**src/rtl/branch_update_sequencer_if.sv**
```systemverilog
// Predictor training bus: prediction push, in-order resolve, predictor drive and statistics.
// The sequencer takes the slave modport; the issuing/resolving side takes master.
interface branch_update_sequencer_if #(
  parameter int DEPTH = 8,
  parameter int IDX_W = 10,
  parameter int CNT_W = 16
);
  logic                     PUSH_VALID;
  logic                     PUSH_READY;
  logic [IDX_W-1:0]         PUSH_IDX;
  logic                     PUSH_PRED;
  logic                     RES_VALID;
  logic                     RES_READY;
  logic                     RES_TAKEN;
  logic [IDX_W-1:0]         UPD_IDX;
  logic                     UPD_TAKEN;
  logic                     UPDATE;
  logic                     MISPREDICT;
  logic [$clog2(DEPTH):0]   OCCUPANCY;
  logic [CNT_W-1:0]         RES_CNT;
  logic [CNT_W-1:0]         MISS_CNT;
  logic                     UNDERFLOW;

  modport master (
    output PUSH_VALID, PUSH_IDX, PUSH_PRED, RES_VALID, RES_TAKEN,
    input  PUSH_READY, RES_READY, UPD_IDX, UPD_TAKEN, UPDATE, MISPREDICT,
    input  OCCUPANCY, RES_CNT, MISS_CNT, UNDERFLOW
  );

  modport slave (
    input  PUSH_VALID, PUSH_IDX, PUSH_PRED, RES_VALID, RES_TAKEN,
    output PUSH_READY, RES_READY, UPD_IDX, UPD_TAKEN, UPDATE, MISPREDICT,
    output OCCUPANCY, RES_CNT, MISS_CNT, UNDERFLOW
  );
endinterface

```
**src/rtl/branch_update_sequencer.sv**
```systemverilog
// In-order prediction queue that trains saturating-counter predictors with a
// setup-then-strobe sequence, flushing younger entries on a mispredict.
module branch_update_sequencer #(
  parameter int DEPTH = 8,
  parameter int IDX_W = 10,
  parameter int CNT_W = 16
) (
  input logic                     CLK,
  input logic                     RESET,
  branch_update_sequencer_if.slave bus
);
  localparam int PTR_W = $clog2(DEPTH);
  localparam logic [PTR_W-1:0] PTR_ONE  = PTR_W'(1);
  localparam logic [PTR_W:0]   OCC_ONE  = (PTR_W+1)'(1);
  localparam logic [PTR_W:0]   OCC_FULL = (PTR_W+1)'(DEPTH);
  localparam logic [CNT_W-1:0] CNT_ONE  = CNT_W'(1);
  localparam logic [CNT_W-1:0] CNT_MAX  = {CNT_W{1'b1}};

  typedef enum logic [1:0] {
    IDLE   = 2'd0,
    SETUP  = 2'd1,
    STROBE = 2'd2
  } state_t;

  state_t             state_r, state_next_s;
  logic [IDX_W-1:0]   idx_mem_r [DEPTH];
  logic [DEPTH-1:0]   pred_mem_r;
  logic [PTR_W-1:0]   head_r, tail_r;
  logic [PTR_W:0]     occ_r;
  logic [IDX_W-1:0]   upd_idx_r;
  logic               upd_taken_r, update_r, mispredict_r, underflow_r;
  logic [CNT_W-1:0]   res_cnt_r, miss_cnt_r;
  logic               push_ready_s, res_ready_s, push_s, accept_s, mispredict_s;

  function automatic logic [CNT_W-1:0] sat_inc(input logic [CNT_W-1:0] v);
    if (v == CNT_MAX) sat_inc = v;
    else              sat_inc = v + CNT_ONE;
  endfunction

  assign push_ready_s = (occ_r < OCC_FULL);
  assign res_ready_s  = (state_r == IDLE) && (occ_r != '0);
  assign push_s       = bus.PUSH_VALID && push_ready_s;
  assign accept_s     = bus.RES_VALID && res_ready_s;
  assign mispredict_s = accept_s && (pred_mem_r[head_r] != bus.RES_TAKEN);

  // FSM state register
  always_ff @(posedge CLK or posedge RESET) begin
    if (RESET) state_r <= IDLE;
    else       state_r <= state_next_s;
  end

  // FSM next state: a single setup cycle, then a single strobe cycle
  always_comb begin
    state_next_s = state_r;
    case (state_r)
      IDLE:    if (accept_s) state_next_s = SETUP; else state_next_s = IDLE;
      SETUP:   state_next_s = STROBE;
      STROBE:  state_next_s = IDLE;
      default: state_next_s = IDLE;
    endcase
  end

  // Queue storage, written at the tail on an accepted push
  always_ff @(posedge CLK or posedge RESET) begin
    if (RESET) begin
      for (int i = 0; i < DEPTH; i++) idx_mem_r[i] <= '0;
      pred_mem_r <= '0;
    end else if (push_s && !mispredict_s) begin
      idx_mem_r[tail_r]  <= bus.PUSH_IDX;
      pred_mem_r[tail_r] <= bus.PUSH_PRED;
    end else begin
      pred_mem_r <= pred_mem_r;
    end
  end

  // Pointers and occupancy; a mispredict empties the queue and drops a same-cycle push
  always_ff @(posedge CLK or posedge RESET) begin
    if (RESET) begin
      head_r <= '0;
      tail_r <= '0;
      occ_r  <= '0;
    end else if (mispredict_s) begin
      head_r <= tail_r;
      occ_r  <= '0;
    end else begin
      if (accept_s) head_r <= head_r + PTR_ONE;
      if (push_s)   tail_r <= tail_r + PTR_ONE;
      case ({push_s, accept_s})
        2'b10:   occ_r <= occ_r + OCC_ONE;
        2'b01:   occ_r <= occ_r - OCC_ONE;
        default: occ_r <= occ_r;
      endcase
    end
  end

  // Predictor drive and status; UPDATE is registered so it only rises after a setup cycle
  always_ff @(posedge CLK or posedge RESET) begin
    if (RESET) begin
      upd_idx_r    <= '0;
      upd_taken_r  <= 1'b0;
      update_r     <= 1'b0;
      mispredict_r <= 1'b0;
      underflow_r  <= 1'b0;
      res_cnt_r    <= '0;
      miss_cnt_r   <= '0;
    end else begin
      update_r     <= (state_next_s == STROBE);
      mispredict_r <= mispredict_s;
      if (accept_s) begin
        upd_idx_r   <= idx_mem_r[head_r];
        upd_taken_r <= bus.RES_TAKEN;
        res_cnt_r   <= sat_inc(res_cnt_r);
      end
      if (mispredict_s) miss_cnt_r <= sat_inc(miss_cnt_r);
      if (bus.RES_VALID && (state_r == IDLE) && (occ_r == '0)) underflow_r <= 1'b1;
    end
  end

  assign bus.PUSH_READY = push_ready_s;
  assign bus.RES_READY  = res_ready_s;
  assign bus.UPD_IDX    = upd_idx_r;
  assign bus.UPD_TAKEN  = upd_taken_r;
  assign bus.UPDATE     = update_r;
  assign bus.MISPREDICT = mispredict_r;
  assign bus.OCCUPANCY  = occ_r;
  assign bus.RES_CNT    = res_cnt_r;
  assign bus.MISS_CNT   = miss_cnt_r;
  assign bus.UNDERFLOW  = underflow_r;
endmodule

```
**src/flat_wrapper.sv**
```systemverilog
// flat-port wrapper written by rule: the top's interface ports become plain ports
module branch_update_sequencer_flat 
#(
  parameter int DEPTH = 8,
  parameter int IDX_W = 10,
  parameter int CNT_W = 16
)
  (CLK, RESET, bus_PUSH_VALID, bus_PUSH_IDX, bus_PUSH_PRED, bus_RES_VALID, bus_RES_TAKEN, bus_PUSH_READY, bus_RES_READY, bus_UPD_IDX, bus_UPD_TAKEN, bus_UPDATE, bus_MISPREDICT, bus_OCCUPANCY, bus_RES_CNT, bus_MISS_CNT, bus_UNDERFLOW);
  branch_update_sequencer_if #(.DEPTH(DEPTH), .IDX_W(IDX_W), .CNT_W(CNT_W)) bus_i ();
  input logic CLK;
  input logic RESET;
  input wire logic [$bits(bus_i.PUSH_VALID)-1:0] bus_PUSH_VALID;
  input wire logic [$bits(bus_i.PUSH_IDX)-1:0] bus_PUSH_IDX;
  input wire logic [$bits(bus_i.PUSH_PRED)-1:0] bus_PUSH_PRED;
  input wire logic [$bits(bus_i.RES_VALID)-1:0] bus_RES_VALID;
  input wire logic [$bits(bus_i.RES_TAKEN)-1:0] bus_RES_TAKEN;
  output wire logic [$bits(bus_i.PUSH_READY)-1:0] bus_PUSH_READY;
  output wire logic [$bits(bus_i.RES_READY)-1:0] bus_RES_READY;
  output wire logic [$bits(bus_i.UPD_IDX)-1:0] bus_UPD_IDX;
  output wire logic [$bits(bus_i.UPD_TAKEN)-1:0] bus_UPD_TAKEN;
  output wire logic [$bits(bus_i.UPDATE)-1:0] bus_UPDATE;
  output wire logic [$bits(bus_i.MISPREDICT)-1:0] bus_MISPREDICT;
  output wire logic [$bits(bus_i.OCCUPANCY)-1:0] bus_OCCUPANCY;
  output wire logic [$bits(bus_i.RES_CNT)-1:0] bus_RES_CNT;
  output wire logic [$bits(bus_i.MISS_CNT)-1:0] bus_MISS_CNT;
  output wire logic [$bits(bus_i.UNDERFLOW)-1:0] bus_UNDERFLOW;
  assign bus_i.PUSH_VALID = bus_PUSH_VALID;
  assign bus_i.PUSH_IDX = bus_PUSH_IDX;
  assign bus_i.PUSH_PRED = bus_PUSH_PRED;
  assign bus_i.RES_VALID = bus_RES_VALID;
  assign bus_i.RES_TAKEN = bus_RES_TAKEN;
  assign bus_PUSH_READY = bus_i.PUSH_READY;
  assign bus_RES_READY = bus_i.RES_READY;
  assign bus_UPD_IDX = bus_i.UPD_IDX;
  assign bus_UPD_TAKEN = bus_i.UPD_TAKEN;
  assign bus_UPDATE = bus_i.UPDATE;
  assign bus_MISPREDICT = bus_i.MISPREDICT;
  assign bus_OCCUPANCY = bus_i.OCCUPANCY;
  assign bus_RES_CNT = bus_i.RES_CNT;
  assign bus_MISS_CNT = bus_i.MISS_CNT;
  assign bus_UNDERFLOW = bus_i.UNDERFLOW;
  branch_update_sequencer #(.DEPTH(DEPTH), .IDX_W(IDX_W), .CNT_W(CNT_W)) u_core (.CLK(CLK), .RESET(RESET), .bus(bus_i));
endmodule
```
**config.mk**
```make
export PLATFORM = sky130hd
export DESIGN_NAME = branch_update_sequencer_flat
export DESIGN_NICKNAME = d
export VERILOG_FILES = /design/src/rtl/branch_update_sequencer_if.sv /design/src/rtl/branch_update_sequencer.sv /design/src/flat_wrapper.sv
export SDC_FILE = /design/constraint.sdc
export NUM_CORES = 1
export LEC_CHECK = 0
export CORE_MARGIN = 8
export CORE_UTILIZATION = 29
export DETAILED_ROUTE_END_ITERATION = 7
export GPL_TIMING_DRIVEN = 1
export PLACE_DENSITY = 0.45
export SLEW_MARGIN = 10
export SYNTH_ARGS = -nofsm -noshare
export SYNTH_HDL_FRONTEND = slang
export SYNTH_SLANG_ARGS = --single-unit
```
**constraint.sdc**
```tcl
create_clock -name CLK -period 8.95 [get_ports CLK]
set_input_delay 0.895 -clock CLK [delete_from_list [all_inputs] [get_ports CLK]]
set_output_delay 0.895 -clock CLK [all_outputs]
set_load 0.02 [all_outputs]
```
## Yosys cells after proc, flatten, opt, wreduce, memory -nomap -nowiden

Index checks and enable logic that the tools add are counted.

| word-level totals | value |
|---|---|
| output and inout port bits | 52 |
| bits of input ports | 16 |
| flip-flop bits (word level) | 146 |
| logic and storage cells | 80 |

| cells by class | value |
|---|---|
| equal/unequal tests | 7 |
| muxes and demuxes | 17 |
| reductions and logical operators | 18 |
| add/sub/neg operators | 6 |
| order comparisons | 7 |
| bitwise logic cells | 5 |

Operators by type and width:

| cell | number |
|---|---|
| $bwmux W80 | 1 |
| $add A16 B1 Y16 const B | 2 |
| $eq A16 B16 Y1 const B | 2 |
| $bmux W10 S3 | 1 |
| $demux W10 S3 | 1 |
| $mux W10 | 3 |
| $logic_and A1 B1 Y1 | 9 |
| $bwmux W8 | 1 |
| $ge A4 B4 Y1 const B | 2 |
| $lt A3 B4 Y1 const B | 2 |
| $not A3 Y4 | 2 |
| $pmux W4 S2 | 1 |
| $add A3 B1 Y3 const B | 2 |
| $mux W3 | 2 |
| $reduce_and A2 Y1 | 3 |
| $add A4 B1 Y4 const B | 1 |
| $eq A2 B1 Y1 const B | 2 |
| $eq A2 B2 Y1 const B | 2 |
| $logic_not A4 Y1 | 1 |
| $lt A4 B1 Y1 const B | 1 |
| $lt A4 B4 Y1 const B | 1 |
| $mux W4 | 1 |
| $pmux W2 S2 | 1 |
| $reduce_bool A4 Y1 | 1 |
| 11 further kinds | 15 |

## Depth between registers and ports, before layout

Gate-level depths: netlist (run 1).

| logic depth | value |
|---|---|
| depth in word-level cells | 6 |
| gate-level depth with buffers | 13 |

## Worst setup path before layout (run 1)

OpenSTA, ideal clock, no wires.

| timing path | value |
|---|---|
| path type | input -> register |
| from | in bus_RES_VALID |
| to | reg u_core.occ_r[3], in the netlist u_core.bus.OCCUPANCY[3] |
| stages on the path | 11 |
| path slack | 5.856 ns |
| data arrival time | 2.975 ns |
| cells stage by stage | nor3b_1 -> nand2_1 -> inv_1 -> clkbuf_1 -> ha_1 -> ha_1 -> a31oi_1 -> o22ai_1 -> nor3_1 -> xnor2_1 -> nor2_1 |

| between the ends | value |
|---|---|
| longest elaborated chain between the ends | 4 |

RTL lines:

| what | line | source |
|---|---|---|
| start, declared | flat_wrapper.sv:15 | `input wire logic [$bits(bus_i.RES_VALID)-1:0] bus_RES_VALID;` |
| $logic_and A1 B1 Y1 * | branch_update_sequencer.sv:43 | `assign accept_s = bus.RES_VALID && res_ready_s;` |
| named net u_core.accept_s | branch_update_sequencer.sv:33 | `logic push_ready_s, res_ready_s, push_s, accept_s, mispredict_s;` |
| $eq A2 B1 Y1 or $eq A2 B2 Y1 (tied branches) | branch_update_sequencer.sv:88 | `case ({push_s, accept_s})` |
| $pmux W4 S2 | branch_update_sequencer.sv:88 |  |
| $mux W4 | branch_update_sequencer.sv:82 | `end else if (mispredict_s) begin` |
| end signal, assigned | branch_update_sequencer.sv:89 | `2'b10: occ_r <= occ_r + OCC_ONE;` |
| end signal, assigned | branch_update_sequencer.sv:90 | `2'b01: occ_r <= occ_r - OCC_ONE;` |
| end signal, assigned | branch_update_sequencer.sv:91 | `default: occ_r <= occ_r;` |
| end, declared | branch_update_sequencer.sv:29 | `logic [PTR_W:0] occ_r;` |

Mark *: on every way through the listed nets, which the timed path passes. The rest lies on a longest branch.
A chain may end at the register's enable or synchronous reset.

## Worst setup path in the final report (run 1)

| timing path | value |
|---|---|
| from | in bus_RES_VALID |
| to | reg u_core.occ_r[3], in the netlist u_core.bus.OCCUPANCY[3] |

| between the ends | value |
|---|---|
| longest elaborated chain between the ends | 4 |

RTL lines:

| what | line |
|---|---|
| $logic_and A1 B1 Y1 * | branch_update_sequencer.sv:43 |
| $eq A2 B1 Y1 or $eq A2 B2 Y1 (tied branches) | branch_update_sequencer.sv:88 |
| $pmux W4 S2 | branch_update_sequencer.sv:88 |
| $mux W4 | branch_update_sequencer.sv:82 |

Every way passes the cells marked *; elsewhere a longest branch is shown, timed or not.

==> results of run 1 <==
metrics by stage:
step	power, mW	hold WS, ns	std cells	instance area (sq um)	setup slack (ns)
6_report	2.91	0.464	863	8160	5.26
3_3_place_gp	2.24	0.450	831	7610	4.91
2_1_floorplan	1.91	0.459	496	6620	4.16
5_1_grt	3.11	0.505	863	8160	4.94
3_5_place_dp	2.28	0.454	831	7610	4.76
4_1_cts	2.96	0.469	863	8160	5.20
layout by cell type, fill, tap and decap left out, drive strengths merged, types with 10 or more instances in the layout:
master,n
dfrtp,145
mux2,93
clkdlybuf4s50,67
nand2,41
mux4,22
nor2,22
xor2,22
clkbuf,17
inv,17
nand3,14
xnor2,13
a31oi,11
nor4,10
final cells by class:
class / count / area [sq um] / share of cell area
sequential: 145 / 3630 / 0.445
multi-input combinational: 318 / 2870 / 0.351
timing repair buffer: 73 / 716 / 0.0877
clock buffer: 17 / 425 / 0.0521
tap: 285 / 357 / 0.0437
clock inverter: 15 / 124 / 0.0152
inverter: 10 / 42.5 / 0.00521
power groups by stage:
stage | Clock [mW] | Combinational, mW | Sequential (mW)
floorplan | 0 | 0.763 | 1.15
global placement | 0 | 1.08 | 1.16
detailed placement | 0 | 1.10 | 1.18
CTS | 0.685 | 1.10 | 1.17
global route | 0.713 | 1.18 | 1.21
finish | 0.663 | 1.08 | 1.17
flip-flops by register name, indices dropped and copies added (netlist names), 2 cells and up:
name / count
u_core.bus.MISS_CNT: 16
u_core.bus.OCCUPANCY: 4
u_core.bus.RES_CNT: 16
u_core.bus.UPD_IDX: 10
u_core.head_r: 3
u_core.idx_mem_r: 80
u_core.pred_mem_r: 8
u_core.state_r: 2
u_core.tail_r: 3
critical path: stages:
cell and delay, ns:
clkdlybuf4s50_1 0.48, nor3b_1 0.32, nand2_1 0.26, inv_1 0.67, ha_1 0.38, ha_1 0.32
a31oi_1 0.18, o22ai_1 0.10, nor3_1 0.18, xnor2_1 0.15, nor2_1 0.05
worst min path at each step:
| stage | from | end | slack (ns) | cells after the start |
|---|---|---|---|---|
| after floorplan | u_core.idx_mem_r[38]$_DFFE_PP0P_ | u_core.idx_mem_r[38]$_DFFE_PP0P_ | 0.46 | 1 |
| final | u_core.bus.UNDERFLOW$_DFFE_PP0P_ | u_core.bus.UNDERFLOW$_DFFE_PP0P_ | 0.46 | 1 |
| after global routing | u_core.bus.UPD_TAKEN$_DFFE_PP0P_ | u_core.bus.UPD_TAKEN$_DFFE_PP0P_ | 0.50 | 1 |
| after CTS | u_core.bus.UNDERFLOW$_DFFE_PP0P_ | u_core.bus.UNDERFLOW$_DFFE_PP0P_ | 0.47 | 1 |
| after detailed placement | u_core.bus.UNDERFLOW$_DFFE_PP0P_ | u_core.bus.UNDERFLOW$_DFFE_PP0P_ | 0.45 | 1 |
| after global placement | u_core.bus.UNDERFLOW$_DFFE_PP0P_ | u_core.bus.UNDERFLOW$_DFFE_PP0P_ | 0.45 | 1 |
cells in the mapped netlist (2+ instances only):
cell | number | area (sq um)
nor4_1 | 10 | 62.6
nand4_1 | 8 | 50.1
buf_2 | 6 | 30.0
a21o_1 | 2 | 15.0
dfrtp_1 | 145 | 3630
nor4b_1 | 2 | 17.5
mux2_2 | 83 | 935
inv_1 | 9 | 33.8
and3_1 | 4 | 25.0
buf_1 | 2 | 7.51
mux4_2 | 22 | 495
nand2_1 | 41 | 154
a21oi_1 | 4 | 20.0
a31oi_1 | 11 | 68.8
nor3b_1 | 5 | 37.5
nor2_1 | 22 | 82.6
and4_1 | 3 | 26.3
nor2b_1 | 2 | 12.5
nor3_1 | 9 | 45.0
mux2i_1 | 3 | 30.0
o21ai_0 | 2 | 10.0
nand3_1 | 14 | 70.1
xnor2_1 | 13 | 114
mux2_4 | 9 | 135
xor2_1 | 22 | 193
ha_1 | 8 | 100
clkbuf_1 | 14 | 52.6
routing by layer:
metal	vias up	part of all wire	GRT usage
met3	14	0.035	0.0287
li1	1932	-	-
met2	81	0.49	0.189
met4	0	0.012	0.0392
met5	-	0	0
met1	2167	0.46	0.145
kinds of logic after synthesis:
logic type      synth area share
mux                        0.245
buf+inv                   0.0210
xor+xnor                  0.0463
compound gates            0.0251
fa+ha+maj                 0.0151
flops                      0.548
simple gates              0.0999
==> flow_summary_export.csv, run 1 <==
group,metric,value,unit
place,hpwlAfterDp,9.97,mm
yosys,synth_warnings,0,
route,via_count,4194,
power,seqPwrFrac,0.401,
power,p_leak,3.47,nW
yosys,synthesis.area,6620,sq um
yosys,synthDistinctLibCells,48,
clock_network,cts_setup_buffers,0,
grt,track_usage,0.115,
sta,worst_pin_slew,0.915,ns
sta,setup_tns,0,ns
route,via_per_inst,4.86,
clock_network,tritoncts,"done",
route,postRouteAntennaNets,0,
floorplanning,num_rows,55,
sta,maxSlewHeadroom,0.386,
floorplanning,die_y,167,um
sta,rsz0062_at_grt,"false",
clock_network,clockBufferDepth,2,
critical_path,end_kind,"flip-flop",
route,wl,15.4,mm
sta,period_needed,3.69,ns
yosys,synthesis.nets,520,
run,drv_cap,0,
clock_network,cts_hold_buf,0,
route,drtIter0Drc,243,
critical_path,cp.arrival,4.00,ns
clock_network,numCtsBuffers,17,
power,net-switching-power,1.00,mW
power,vdd_drop_max,0.000147,V
clock_network,clkTransAtPathRegs,0.06,ns
floorplanning,start_util,0.294,
run_status,status,"completed",
power,p_comb_frac,0.371,
cells_and_area,final_nets,589,
sta,slew_violations,0,
sta,finalHoldViolations,0,
grt,grt_pass1_wl,25.2,mm
critical_path,cp-startpoint,"bus_RES_VALID",
yosys,yosysSeqAreaShare,0.548,
clock_network,cts.sink_count,145,
power,swShare,0.345,
floorplanning,core,22500,sq um
yosys,async_flop_share,1.00,
power,p_int,1.90,mW
yosys,synthCells,496,
critical_path,cp.required,9.25,ns
critical_path,start_kind,"primary input",
critical_path,path_class,"primary input to flip-flop",
sta,period_share,0.413,
yosys,synth-main-ff-cell,"dfrtp_1",
critical_path,reg2reg_setup_slack,5.48,ns
floorplanning,pin_count,68,
place,io_buffers,67,
cells_and_area,drive_gt1_frac,0.279,
critical_path,cp-endpoint,"u_core.bus.OCCUPANCY[3]$_DFFE_PP0P_",
place,gp_congestion,0.735,
clock_network,clock_latency,0.42,ns
clock_network,cts_max_level,4,
grt,grt_pass1_vias,4468,
cells_and_area,antenna_cells,0,
yosys,synth_edf_count,0,
yosys,ys_ff_latch,145,
route,first_pass_iters,7,
clock_network,cts_root_buffer,"clkbuf_16",
power,clkPwrFrac,0.228,
sta,setup_violations,0,
route,post_drt_wl_per_cell,17.9,um
hold_path,holdCritPathClass,"flip-flop to flip-flop",
cells_and_area,fillCellCount,2199,
cells_and_area,fin_util,0.363,
critical_path,worstPathMaxFanout,26,
clock_network,cts_resized,0,
sta,clock_skew,0.0104,ns
grt,grt_antenna_before_repair,0,
grt,grt_max_degree,84,
power,power.density,356,nW/um^2
critical_path,ff2ff_path_depth,7,
yosys,syn_avg_cell_area,13.4,sq um
floorplanning,die_area,27900,sq um
grt,overflow,0,
route,drc,0,
floorplanning,die-width,167,um
sta,timing.fmax,271,MHz
critical_path,rr_startpoint,"u_core.head_r[1]$_DFFE_PP0P_",
cells_and_area,area_growth,23.2,%
critical_path,rr_endpoint,"u_core.idx_mem_r[60]$_DFFE_PP0P_",
Power figures use the tool's default switching activity.
==> run 2: changes to the inputs <==
PLACE_DENSITY = 0.47   (was 0.45)
clock period = 3 ns   (was 8.95 ns; I/O delays follow)
==> flow_summary_export.csv, run 2 (synthesis results as in run 1) <==
group,metric,value,unit
floorplanning,die_y,167,um
route,via_per_inst,4.78,
cells_and_area,fin_cells,881,
clock_network,clkTransAtPathRegs,0.06,ns
grt,met2_usage,0.194,
grt,grt.busiest_layer,"met2",
grt,grtUsageMet3,0.0308,
critical_path,ff2ff_path_depth,6,
critical_path,rr_startpoint,"u_core.head_r[1]$_DFFE_PP0P_",
place,gp_congestion,0.772,
route,first_pass_iters,4,
place,io_buffers,67,
grt,grt_pass1_vias,4577,
place,hpwlAfterDp,10.5,mm
floorplanning,die-width,167,um
sta,setup_violations,0,
floorplanning,start_util,0.294,
power,power.total,8.93,mW
floorplanning,pin_count,68,
route,postRouteAntennaNets,0,
floorplanning,core,22500,sq um
critical_path,cp.required,3.30,ns
critical_path,worstPathMaxFanout,11,
sta,maxSlewHeadroom,0.510,
grt,overflow,0,
hold_path,holdCritPathClass,"primary input to asynchronous set/reset pin",
run,drv_cap,0,
grt,grt_antenna_before_repair,0,
clock_network,tritoncts,"done",
cells_and_area,largest_register_ffs,80,
clock_network,cts_setup_buffers,0,
place,place_area,7810,sq um
route,via_count,4211,
clock_network,cts_hold_buf,0,
grt,grt_pass1_wl,26.1,mm
cells_and_area,final_cell_mix,"dfrtp_1, mux2_2, clkdlybuf4s50_1",
grt,use_met1,0.151,
sta,clock_skew,0.0114,ns
sta,rsz0062_at_grt,"false",
sta,slew_violations,0,
critical_path,cp_cell_sequence,"mux4_2 > mux2_2 > mux2i_2 > inv_2 > or4_4 > mux2_1",
clock_network,clockBufferDepth,2,
sta,finalHoldViolations,0,
grt,grt_max_degree,75,
route,post_drt_wl_per_cell,17.7,um
cells_and_area,antenna_cells,0,
critical_path,rr_endpoint,"u_core.idx_mem_r[38]$_DFFE_PP0P_",
sta,worst_pin_slew,0.735,ns
critical_path,path_class,"flip-flop to flip-flop",
power,power.density,1070,nW/um^2
clock_network,cts_resized,0,
run_status,status,"completed",
route,drtIter0Drc,276,
cells_and_area,area_growth,26.5,%
sta,worst_slack,0.176,ns
cells_and_area,final_common_cell,"dfrtp_1",
critical_path,crit_path_top_delay_cell,"or4_4",
place,place_ws,0.143,ns
power,p_leak,3.59,nW
critical_path,end_kind,"flip-flop",
sta,period_share,0.941,
route,wl,15.6,mm
critical_path,reg2reg_setup_slack,0.18,ns
cells_and_area,final_nets,607,
floorplanning,num_rows,55,
critical_path,cp.arrival,3.13,ns
cells_and_area,fin_area,8380,sq um
clock_network,clock_latency,0.42,ns
sta,period_needed,2.82,ns
cells_and_area,fin_util,0.372,
cells_and_area,fillCellCount,2127,
power,vdd_drop_max,0.000281,V
sta,timing.fmax,354,MHz
critical_path,start_kind,"flip-flop",
clock_network,cts_max_level,4,
clock_network,cts.sink_count,145,
place,dp.cells,849,
sta,setup_tns,0,ns
critical_path,cp_top_family,"multiplexers",
route,drc,0,
floorplanning,die_area,27900,sq um
clock_network,numCtsBuffers,17,
cells_and_area,drive_gt1_frac,0.300,
clock_network,cts_root_buffer,"clkbuf_16",
sta,timing.hold.ws,0.190,ns
grt,track_usage,0.119,
critical_path,path_buf_inv,1,
cells_and_area,regMostFlops,"u_core.idx_mem_r",
critical_path,critical_path.max_stage_delay,0.65,ns
## run 2: cell types whose count changed in the layout (fill, tap and decap cells not counted), sizes merged
cell,delta
inv,-3
clkinv,-1
bufinv,+1
buf,+18
clkinvlp,+2
clkbuf,+1
## run 2: layer usage
metal / wire length, um / share of wire
met5: 0 / 0
met4: 182 / 0.012
met3: 530 / 0.034
met2: 7590 / 0.49
met1: 7290 / 0.47
## run 2: area by class of cell
| type | instances | area [sq um] | share of cell area |
|---|---|---|---|
| inverter | 10 | 41.3 | 0.00493 |
| sequential | 145 | 3630 | 0.433 |
| clock inverter | 14 | 131 | 0.0157 |
| tap | 285 | 357 | 0.0426 |
| clock buffer | 18 | 439 | 0.0524 |
| multi-input combinational | 318 | 2870 | 0.342 |
| timing repair buffer | 91 | 913 | 0.109 |
## run 2: power breakdown
group | switching (mW) | internal, mW
clock | 0.880 | 1.18
combinational | 1.60 | 1.93
sequential | 0.547 | 2.80
## run 2: how the worst max path moves through the flow
stage | startpoint | to | cells past startpoint
2_1_floorplan | u_core.bus.OCCUPANCY[1]$_DFFE_PP0P_ | u_core.bus.OCCUPANCY[3]$_DFFE_PP0P_ | 12
3_3_place_gp | u_core.head_r[1]$_DFFE_PP0P_ | u_core.idx_mem_r[43]$_DFFE_PP0P_ | 5
3_5_place_dp | u_core.head_r[1]$_DFFE_PP0P_ | u_core.idx_mem_r[46]$_DFFE_PP0P_ | 5
4_1_cts | u_core.head_r[1]$_DFFE_PP0P_ | u_core.idx_mem_r[46]$_DFFE_PP0P_ | 5
5_1_grt | u_core.head_r[1]$_DFFE_PP0P_ | u_core.idx_mem_r[38]$_DFFE_PP0P_ | 6
6_report | u_core.head_r[1]$_DFFE_PP0P_ | u_core.idx_mem_r[38]$_DFFE_PP0P_ | 6
